File: src/rtl/lab2_pkg.sv
// Shared types and defaults for the four-channel switch debouncer.
package lab2_pkg;

    typedef enum logic {DB_STABLE, DB_COUNT} db_state_t;

    localparam int unsigned DEFAULT_DEBOUNCE_CYCLES = 500000;
    localparam int unsigned NUM_LANES               = 4;

endpackage

File: src/rtl/debounce_channel.sv
// One debounce lane: accepts a new synchronized level only after it has
// differed from the current output on DEBOUNCE_CYCLES consecutive edges.
module debounce_channel
    import lab2_pkg::*;
#(
    parameter int unsigned DEBOUNCE_CYCLES = DEFAULT_DEBOUNCE_CYCLES
) (
    input  logic clk,
    input  logic rst_n,
    input  logic sync_in,
    output logic db,
    output logic chg,
    output logic chg_nxt
);

    localparam int unsigned CNT_W = $clog2(DEBOUNCE_CYCLES + 1);
    localparam logic [CNT_W-1:0] CNT_LAST = CNT_W'(DEBOUNCE_CYCLES - 1);

    db_state_t        state, state_nxt;
    logic [CNT_W-1:0] cnt, cnt_nxt;
    logic             db_nxt;
    logic             differ, accept;

    assign differ = (sync_in != db);
    assign accept = (state == DB_COUNT) && differ && (cnt == CNT_LAST);

    always_ff @(posedge clk or negedge rst_n) begin
        if (!rst_n) begin
            state <= DB_STABLE;
            cnt   <= '0;
            db    <= 1'b0;
            chg   <= 1'b0;
        end else begin
            state <= state_nxt;
            cnt   <= cnt_nxt;
            db    <= db_nxt;
            chg   <= chg_nxt;
        end
    end

    always_comb begin
        state_nxt = state;
        case (state)
            DB_STABLE: if (differ) state_nxt = DB_COUNT;
            DB_COUNT:  if (!differ || accept) state_nxt = DB_STABLE;
            default:   state_nxt = DB_STABLE;
        endcase
    end

    // Counter never exceeds CNT_LAST: acceptance or bounce-back clears it first.
    always_comb begin
        cnt_nxt = '0;
        db_nxt  = db;
        chg_nxt = 1'b0;
        case (state)
            DB_STABLE: if (differ) cnt_nxt = CNT_W'(1);
            DB_COUNT: begin
                if (accept) begin
                    db_nxt  = sync_in;
                    chg_nxt = 1'b1;
                end else if (differ) begin
                    cnt_nxt = cnt + CNT_W'(1);
                end
            end
            default: cnt_nxt = '0;
        endcase
    end

endmodule

File: src/rtl/switch_debounce4.sv
// Four raw switch inputs -> 2-flop synchronizers -> per-lane debouncers.
// Every output is a flop so the downstream AND stage never sees glitches.
module switch_debounce4
    import lab2_pkg::*;
#(
    parameter int unsigned DEBOUNCE_CYCLES = DEFAULT_DEBOUNCE_CYCLES
) (
    input  logic                 clk,
    input  logic                 rst_n,
    input  logic [NUM_LANES-1:0] sw_raw,
    output logic [NUM_LANES-1:0] sw_db,
    output logic [NUM_LANES-1:0] chg,
    output logic                 any_chg
);

    logic [NUM_LANES-1:0] sync1, sync2;
    logic [NUM_LANES-1:0] chg_nxt;

    always_ff @(posedge clk or negedge rst_n) begin
        if (!rst_n) begin
            sync1 <= '0;
            sync2 <= '0;
        end else begin
            sync1 <= sw_raw;
            sync2 <= sync1;
        end
    end

    for (genvar i = 0; i < NUM_LANES; i++) begin : g_lane
        debounce_channel #(
            .DEBOUNCE_CYCLES(DEBOUNCE_CYCLES)
        ) u_ch (
            .clk     (clk),
            .rst_n   (rst_n),
            .sync_in (sync2[i]),
            .db      (sw_db[i]),
            .chg     (chg[i]),
            .chg_nxt (chg_nxt[i])
        );
    end

    // Registered from the lanes' next-state strobes so it lines up with chg.
    always_ff @(posedge clk or negedge rst_n) begin
        if (!rst_n) any_chg <= 1'b0;
        else        any_chg <= |chg_nxt;
    end

endmodule

File: config.mk
export PLATFORM = sky130hd
export DESIGN_NAME = switch_debounce4
export DESIGN_NICKNAME = d
export VERILOG_FILES = /design/src/rtl/lab2_pkg.sv /design/src/rtl/debounce_channel.sv /design/src/rtl/switch_debounce4.sv
export SDC_FILE = /design/constraint.sdc
export NUM_CORES = 1
export LEC_CHECK = 0
export CORE_ASPECT_RATIO = 1.5
export CORE_MARGIN = 1
export CORE_UTILIZATION = 45
export DETAILED_ROUTE_END_ITERATION = 16
export SYNTH_ARGS = -nofsm -noshare
export SYNTH_HDL_FRONTEND = slang
export SYNTH_HIERARCHICAL = 1
export SYNTH_SLANG_ARGS = --single-unit
File: constraint.sdc
create_clock -name clk -period 3.3 [get_ports clk]
set_input_delay 0.33 -clock clk [delete_from_list [all_inputs] [get_ports clk]]
set_output_delay 0.33 -clock clk [all_outputs]
set_load 0.01 [all_outputs]
Word-level counts from Yosys, hierarchy flattened
Cells that the tools add are included.
W data, S select, Z words.
- logic and storage cells: 92
- input bits: 6
- register bits after elaboration: 97
- output and inout bits: 9
- reduce and logical (&&, ||, !) cells: 21
- multiplexer cells: 36
- equality and inequality tests: 8
- $add $sub $neg: 4
- bitwise gates (word level): 4
- operator list (cell ; count):
    $mux W19 ; 8
    $pmux W19 S2 ; 4
    $add A19 B1 Y19 const B ; 4
    $eq A19 B19 Y1 const B ; 4
    $mux W1 ; 20
    $logic_and A1 B1 Y1 ; 8
    $pmux W1 S2 ; 4
    $reduce_and A2 Y1 ; 4
    $logic_not A1 Y1 ; 4
    $logic_or A1 B1 Y1 ; 4
    $ne A1 B1 Y1 ; 4
    $not A1 Y1 ; 4
    $reduce_or A4 Y1 ; 1

Depth between registers and ports, before layout
Gate-level depths: netlist (run 1).
- word-level depth: 6
- gate-level depth with buffers: 6
- mapped depth without buffers: 5

Hierarchy
Netlist (run 1), hierarchy kept.
- by module, submodules not included (module ; instances ; sequential area each (um2) ; area each (um2) ; cells an instance):
    debounce_channel ; 4 ; 550.5 ; 1143.6 ; 112
    switch_debounce4 ; 1 ; 225.2 ; 232.7 ; 10

Least setup slack after synthesis (run 1)
Ideal clock, no wire load.
- path kind: reg-to-reg
- start: register g_lane[0].u_ch.cnt[11]
- end: register g_lane[0].u_ch.db
- data required time: 3.175 ns
- buffers on the path: 0
- period minus slack after synthesis: 1.894 ns
- cell stages (with the launch flop): 5
- arrival: 1.769 ns
- slack: 1.406 ns
- setup time: 0.125 ns
- path through: dfrtp_1 or4_4 nor4_4 and3_4 mux2_4
- longest elaborated chain between the ends: 3
- RTL lines (item ; RTL line ; text):
    start, declared ; debounce_channel.sv:20 ; logic [CNT_W-1:0] cnt, cnt_nxt;
    start signal, assigned ; debounce_channel.sv:35 ; cnt <= cnt_nxt;
    $eq A19 B19 Y1 ; debounce_channel.sv:25 ; assign accept = (state == DB_COUNT) && differ && (cnt == CNT_LAST);
    $logic_and A1 B1 Y1 ; debounce_channel.sv:25 ;
    $reduce_and A2 Y1 (no source line) ; -- ;
    end signal, assigned ; debounce_channel.sv:36 ; db <= db_nxt;
    end, declared ; debounce_channel.sv:11 ; output logic db,
No other way between the ends.
A chain may end at the register's enable or synchronous reset.

Final worst setup path (run 1)
- start: register g_lane[3].u_ch.cnt[11]
- end: register g_lane[3].u_ch.db
- longest elaborated chain between the ends: 3
- RTL lines (item ; RTL line):
    start, declared ; debounce_channel.sv:20
    start signal, assigned ; debounce_channel.sv:35
    $eq A19 B19 Y1 ; debounce_channel.sv:25
    $logic_and A1 B1 Y1 ; debounce_channel.sv:25
    $reduce_and A2 Y1 (no source line) ; --
    end signal, assigned ; debounce_channel.sv:36
    end, declared ; debounce_channel.sv:11
No other way between the ends.

==> impl_metrics.csv, run 1 <==
group,metric,value,unit
run_status,status,"finished with violations",
run_status,violations,"hold timing",
synthesis,netlist_top_cells_count,"97 x dfrtp_1, 72 x nor2_1, 40 x xnor2_1",
sta,slew_violations,0,
global_route,overflow,0,
clock_tree,clockRootBuffer,"clkbuf_16",
critical_path,path_buf_inv,0,
global_route,use_met3,0.03143,
sta,holdWs,-10.20,ps
global_route,grtUsageMet1,0.2248,
global_route,met2_usage,0.3086,
layout,finalNetCount,475,
sta,tns,0,ps
route,dr.first_iter.drc_count,157,
floorplanning,core,10250,µm²
route,routed_via_density,5.455,
synthesis,synth_async_sr_flop_share,1.000,
clock_tree,cts_buffers,9,
global_route,grt_pass1_wl,15.84,mm
layout,final_core_util,0.5192,
pwr,switching_power,0.5109,mW
critical_path,max_stage_delay,560,ps
pwr,p_seq_frac,0.519,
critical_path,start_kind,"flop",
layout,drive_gt1_frac,0.1170,
route,first_pass_iters,4,
synthesis,yosys.area.top_type,"dfrtp_1",
floorplanning,initial_core_util,0.4691,
pwr,peakVddDrop,0.2986,mV
global_route,grt_pass1_vias,3445,
clock_tree,post_cts_buffers,0,
synthesis,synthesis.instances,458,
route,vias,3333,
synthesis,yosys_warnings,6,
pwr,power.leakage,1.976,nW
clock_tree,cts_resized,0,
pwr,swShare,0.2174,
critical_path,cp_top_family,"simple AND/OR/NAND/NOR gates",
critical_path,cp_cell_sequence,"or4_4 > nor4_4 > and3_4 > mux2_4",
synthesis,yosysSeqAreaShare,0.5049,
floorplanning,die_w,86.39,µm
floorplanning,core.rowCount,45,
route,route.detailed.drc,0,
route,detail-route-antenna-nets,0,
sta,fmax,0.4979,GHz
global_route,grt_antenna_before_repair,0,
clock_tree,h-tree-depth,3,
synthesis,synth.avg_cell_area,10.50,µm²
clock_tree,postCtsHoldBufs,0,
sta,setup_viol_count_final,0,
placement,gp_congestion,0.8684,
sta,clock_skew,6.455,ps
synthesis,synth.distinct_cells,33,
floorplanning,io_pins,15,
sta,layout_min_cycle_time,2009,ps
synthesis,ys_seq_elements,97,
job,maxCapViolCount,0,
critical_path,required,3530,ps
clock_tree,clockBufferDepth,2,
worst_hold_path,hp-class,"input pin to async pin",
clock_tree,clock_latency,340,ps
critical_path,slowest_stage,"or4_4",
synthesis,ys.flop_type,"dfrtp_1",
global_route,grt_usage,0.1818,
critical_path,critPathArrivalTime,2240,ps
placement,port_buffers,14,
critical_path,worstSetupPathType,"flop to flop",
pwr,comb_power_share,0.032,
clock_tree,clock-sinks,97,
synthesis,yosysMostFrequentCell,"dfrtp_1",
sta,rsz0062_at_grt,"no",
route,wl_per_cell,14.66,µm
placement,dpl.hpwl,6.145,mm
synthesis,yosys.area.top_type_share,0.5049,
sta,tightestPinTransition,614.2,ps
layout,antenna_cells,0,
sta,maxSlewHeadroom,0.5905,
critical_path,crit_fanout,5,
layout,area_growth,10.67,%
synthesis,syn_nets,468,
route,wl,8.955,mm
synthesis,syn_area,4807,µm²
pwr,p_per_area,441.7,nW/µm²
floorplanning,fp.dieH,128.6,µm
pwr,p_int,1.839,mW
global_route,grt_max_degree,47,
clock_tree,path_clk_slew,70,ps
synthesis,synthTopCellsByArea,"dfrtp_1 50%, xnor2_1 7.3%, nor2_1 5.6%",
pwr,clock_power_share,0.449,
floorplanning,die_area,11110,µm²
sta,fin_crit_sh,0.6086,
synthesis,synth-edff-count,0,
sta,hold_violations,5,
clock_tree,cts_tree,"done",
critical_path,end_kind,"flop",
global_route,grt_most_used_layer,"met2",
-- power groups by stage --
stage / sequential [mW] / clock (mW) / combinational [mW]
after detailed placement: 1.24 / 0 / 0.0785
after global placement: 1.24 / 0 / 0.0770
after global routing: 1.22 / 1.14 / 0.0886
after floorplan: 1.24 / 0 / 0.0425
after CTS: 1.22 / 1.09 / 0.0784
final: 1.22 / 1.05 / 0.0749
-- state kept, by name, indices dropped and copies added (netlist names) --
signal / flops
any_chg: 1
g_lane.u_ch/state: 4
g_lane.u_ch/cnt: 76
sync2: 4
g_lane.u_ch/db: 4
g_lane.u_ch/chg: 4
sync1: 4
-- metrics by stage --
| stage | area [µm²] | setup slack, ps | hold slack [ps] | total power [mW] | std cells |
|---|---|---|---|---|---|
| 2_1_floorplan | 4807 | 1406 | 34.41 | 1.281 | 458 |
| 3_3_place_gp | 5016 | 1346 | 332.8 | 1.319 | 595 |
| 3_5_place_dp | 5016 | 1301 | 339.5 | 1.321 | 595 |
| 4_1_cts | 5320 | 1285 | 19.62 | 2.389 | 611 |
| 5_1_grt | 5320 | 1217 | 31.47 | 2.448 | 611 |
| 6_report | 5320 | 1291 | -10.20 | 2.350 | 611 |
-- worst paths after layout --
kind	startpoint	cells past startpoint	to	slack [ps]
worst max-delay path	g_lane[3].u_ch/cnt[11]$_DFF_PN0_	4	g_lane[3].u_ch/db$_DFFE_PN0P_	1290
worst min-delay path	rst_n	1	g_lane[3].u_ch/cnt[14]$_DFF_PN0_	-10
worst max register to register	g_lane[3].u_ch/cnt[11]$_DFF_PN0_	4	g_lane[3].u_ch/db$_DFFE_PN0P_	1290
worst min register to register	sync1[2]$_DFF_PN0_	0	sync2[2]$_DFF_PN0_	350
max in group asynchronous	rst_n	2	g_lane[2].u_ch/cnt[0]$_DFF_PN0_	2430
min in group clk	sync1[2]$_DFF_PN0_	0	sync2[2]$_DFF_PN0_	350
-- layout by cell type, fill, tap and decap left out, types with 2 or more instances in the layout --
master            n
nor4_4            4
o21ai_0           4
and3_4            4
nand3b_1          4
nand2b_1          4
mux2_4            4
nand4_1          16
or4b_4            4
inv_1            12
or4_1             9
or4_4             8
clkdlybuf4s50_1  13
nor2_1           72
a21oi_2           4
o31ai_1          12
nand3_1          32
nor3_1           12
buf_4             3
nand4_2           4
ha_1              4
xnor2_1          40
a21oi_1          12
or3_1             4
a21o_4            4
xor2_1           16
dfrtp_1          97
o2bb2ai_1         4
nand2_1          24
or2_1             8
inv_6             2
nor4_1           12
clkbuf_16         9
and4_1            4
clkinv_2          2
-- cell families (layout without fill, tap and decap cells) --
group           after synthesis  after routing  synth area share
xor+xnor                     56             56            0.1020
fa+ha+maj                     4              4           0.01041
simple gates                225            225            0.2733
mux                           4              4           0.01249
flops                        97             97            0.5049
buf+inv                      32             44           0.03436
compound gates               40             40           0.06247
-- cell type report --
class | instances | area (µm²)
Clock buffer | 10 | 239.0
Clock inverter | 6 | 65.06
Fill cell | 947 | 4927
Inverter | 12 | 45.04
Multi-Input combinational cell | 329 | 2215
Sequential cell | 97 | 2427
Tap cell | 141 | 176.4
Timing Repair Buffer | 16 | 152.6
-- per-layer routing --
layer	wire (µm)	part of all wire	vias to the layer above
li1	-	-	1622
met1	4020	0.45	1649
met2	4519	0.50	47
met3	254	0.028	15
met4	160	0.018	0
met5	0	0	-
No activity file was read; power rests on OpenSTA's default activity.
==> run 2: changes to the inputs <==
- clock period: 3.3 -> 2 ns (I/O delays scaled with it)
==> run 2 against run 1 <==
Compared with the run above:
- the run now ends clean
- non-clock buffer count up 31
- highest routed layer unchanged
- power up 68%
- count of clock-buffer cells in the layout up 3
- first-iteration DRC count down 27%
==> impl_metrics.csv, run 2 (same netlist as run 1, synthesis figures left out) <==
group,metric,value,unit
critical_path,reg2reg_depth,4,
global_route,grt_pass1_vias,3564,
layout,largest_reg_flops,76,
layout,drive_gt1_frac,0.1677,
layout,antenna_cells,0,
clock_tree,cts_buffers,9,
route,routed_via_density,5.410,
floorplanning,die_area,11110,µm²
clock_tree,cts_resized,0,
layout,area_growth,16.09,%
placement,gp_congestion,0.8401,
sta,maxSlewHeadroom,0.7534,
pwr,switching_power,0.8273,mW
floorplanning,fp.dieH,128.6,µm
pwr,power.leakage,2.145,nW
floorplanning,die_w,86.39,µm
route,detail-route-antenna-nets,0,
critical_path,crit_fanout,4,
critical_path,start_kind,"flop",
pwr,p_int,3.110,mW
pwr,comb_power_share,0.034,
route,dr.first_iter.drc_count,114,
pwr,p_seq_frac,0.512,
critical_path,critPathArrivalTime,2160,ps
route,first_pass_iters,4,
clock_tree,h-tree-depth,3,
clock_tree,cts_tree,"done",
global_route,grt_antenna_before_repair,0,
clock_tree,path_clk_slew,70,ps
floorplanning,core.rowCount,45,
layout,regArea,2427,µm²
route,wl,9.427,mm
clock_tree,clock-sinks,97,
sta,clock_skew,5.502,ps
run_status,status,"finished clean",
clock_tree,postCtsHoldBufs,1,
sta,tns,0,ps
clock_tree,clockBufferDepth,2,
placement,port_buffers,14,
route,wl_per_cell,14.68,µm
layout,largest-register,"g_lane.u_ch/cnt",
sta,hold_violations,0,
clock_tree,clock_latency,340,ps
floorplanning,io_pins,15,
layout,fillerInstances,935,
sta,fin_crit_sh,0.9699,
floorplanning,core,10250,µm²
job,maxCapViolCount,0,
pwr,peakVddDrop,0.3493,mV
clock_tree,clockRootBuffer,"clkbuf_16",
route,route.detailed.drc,0,
sta,holdWs,295.8,ps
layout,final_common_cell,"dfrtp_1",
critical_path,required,2220,ps
sta,slew_violations,0,
sta,tightestPinTransition,369.9,ps
layout,most-common-layout-cells,"97 x dfrtp_1, 72 x nor2_1, 40 x xnor2_1",
critical_path,worstSetupPathType,"flop to flop",
sta,layout_min_cycle_time,1940,ps
layout,multi_input_area,2215,µm²
critical_path,end_kind,"flop",
clock_tree,post_cts_buffers,0,
global_route,overflow,0,
sta,rsz0062_at_grt,"no",
placement,dpl.hpwl,6.602,mm
layout,finalNetCount,506,
route,vias,3473,
floorplanning,initial_core_util,0.4691,
sta,setup_viol_count_final,0,
global_route,grt_usage,0.1890,
sta,fmax,0.5155,GHz
pwr,p_per_area,705.6,nW/µm²
global_route,grt_max_degree,47,
pwr,swShare,0.2101,
layout,final_core_util,0.5446,
global_route,grt_pass1_wl,16.33,mm
worst_hold_path,hp-class,"input pin to async pin",
pwr,clock_power_share,0.455,
-- run 2: worst max-delay path: stages, from the launching register on --
cell	delay, ps
dfrtp_1	420
or4_4	540
nor4_4	340
and3_4	240
mux2_4	290
-- run 2: power groups by stage --
stage          Sequential (mW)  Clock [mW]  Combinational, mW
2_1_floorplan             2.04           0             0.0701
3_3_place_gp              2.05           0              0.133
3_5_place_dp              2.05           0              0.136
4_1_cts                   2.01        1.86              0.138
5_1_grt                   2.02        1.95              0.154
6_report                  2.01        1.79              0.133
-- run 2: layer usage --
layer / wire length (µm) / track usage / share of wire
met1: 4241 / 0.2275 / 0.45
met2: 4837 / 0.3259 / 0.51
met3: 180 / 0.03335 / 0.019
met4: 168 / 0.09020 / 0.018
met5: 0 / 0 / 0
-- run 2: worst paths after layout --
path                                                  start                          endpoint  slack, ps
setup / recovery           g_lane[2].u_ch/cnt[12]$_DFF_PN0_     g_lane[2].u_ch/db$_DFFE_PN0P_         60
hold / removal                                        rst_n   g_lane[3].u_ch/cnt[6]$_DFF_PN0_        300
setup reg to reg           g_lane[2].u_ch/cnt[12]$_DFF_PN0_     g_lane[2].u_ch/db$_DFFE_PN0P_         60
hold reg to reg                          sync1[3]$_DFF_PN0_                sync2[3]$_DFF_PN0_        350
max in group asynchronous                             rst_n  g_lane[0].u_ch/cnt[12]$_DFF_PN0_        990
min in group clk                                  sw_raw[1]                sync1[1]$_DFF_PN0_        300
-- run 2: through the flow --
step	setup slack (ps)	total power, mW	std cells	area (µm²)
floorplan	106.0	2.114	458	4807
global placement	90.34	2.182	625	5254
detailed placement	58.16	2.187	625	5254
CTS	47.12	4.015	642	5580
global route	9.975	4.117	642	5580
finish	60.14	3.938	642	5580
-- run 2: area by class of cell --
class,instances,area share
clock inverters,3,0.008296
repair buffers,47,0.07175
well taps,141,0.03161
clock buffers,13,0.04843
multi-input cells,329,0.3969
inverters,12,0.008072
flip-flops and latches,97,0.4350
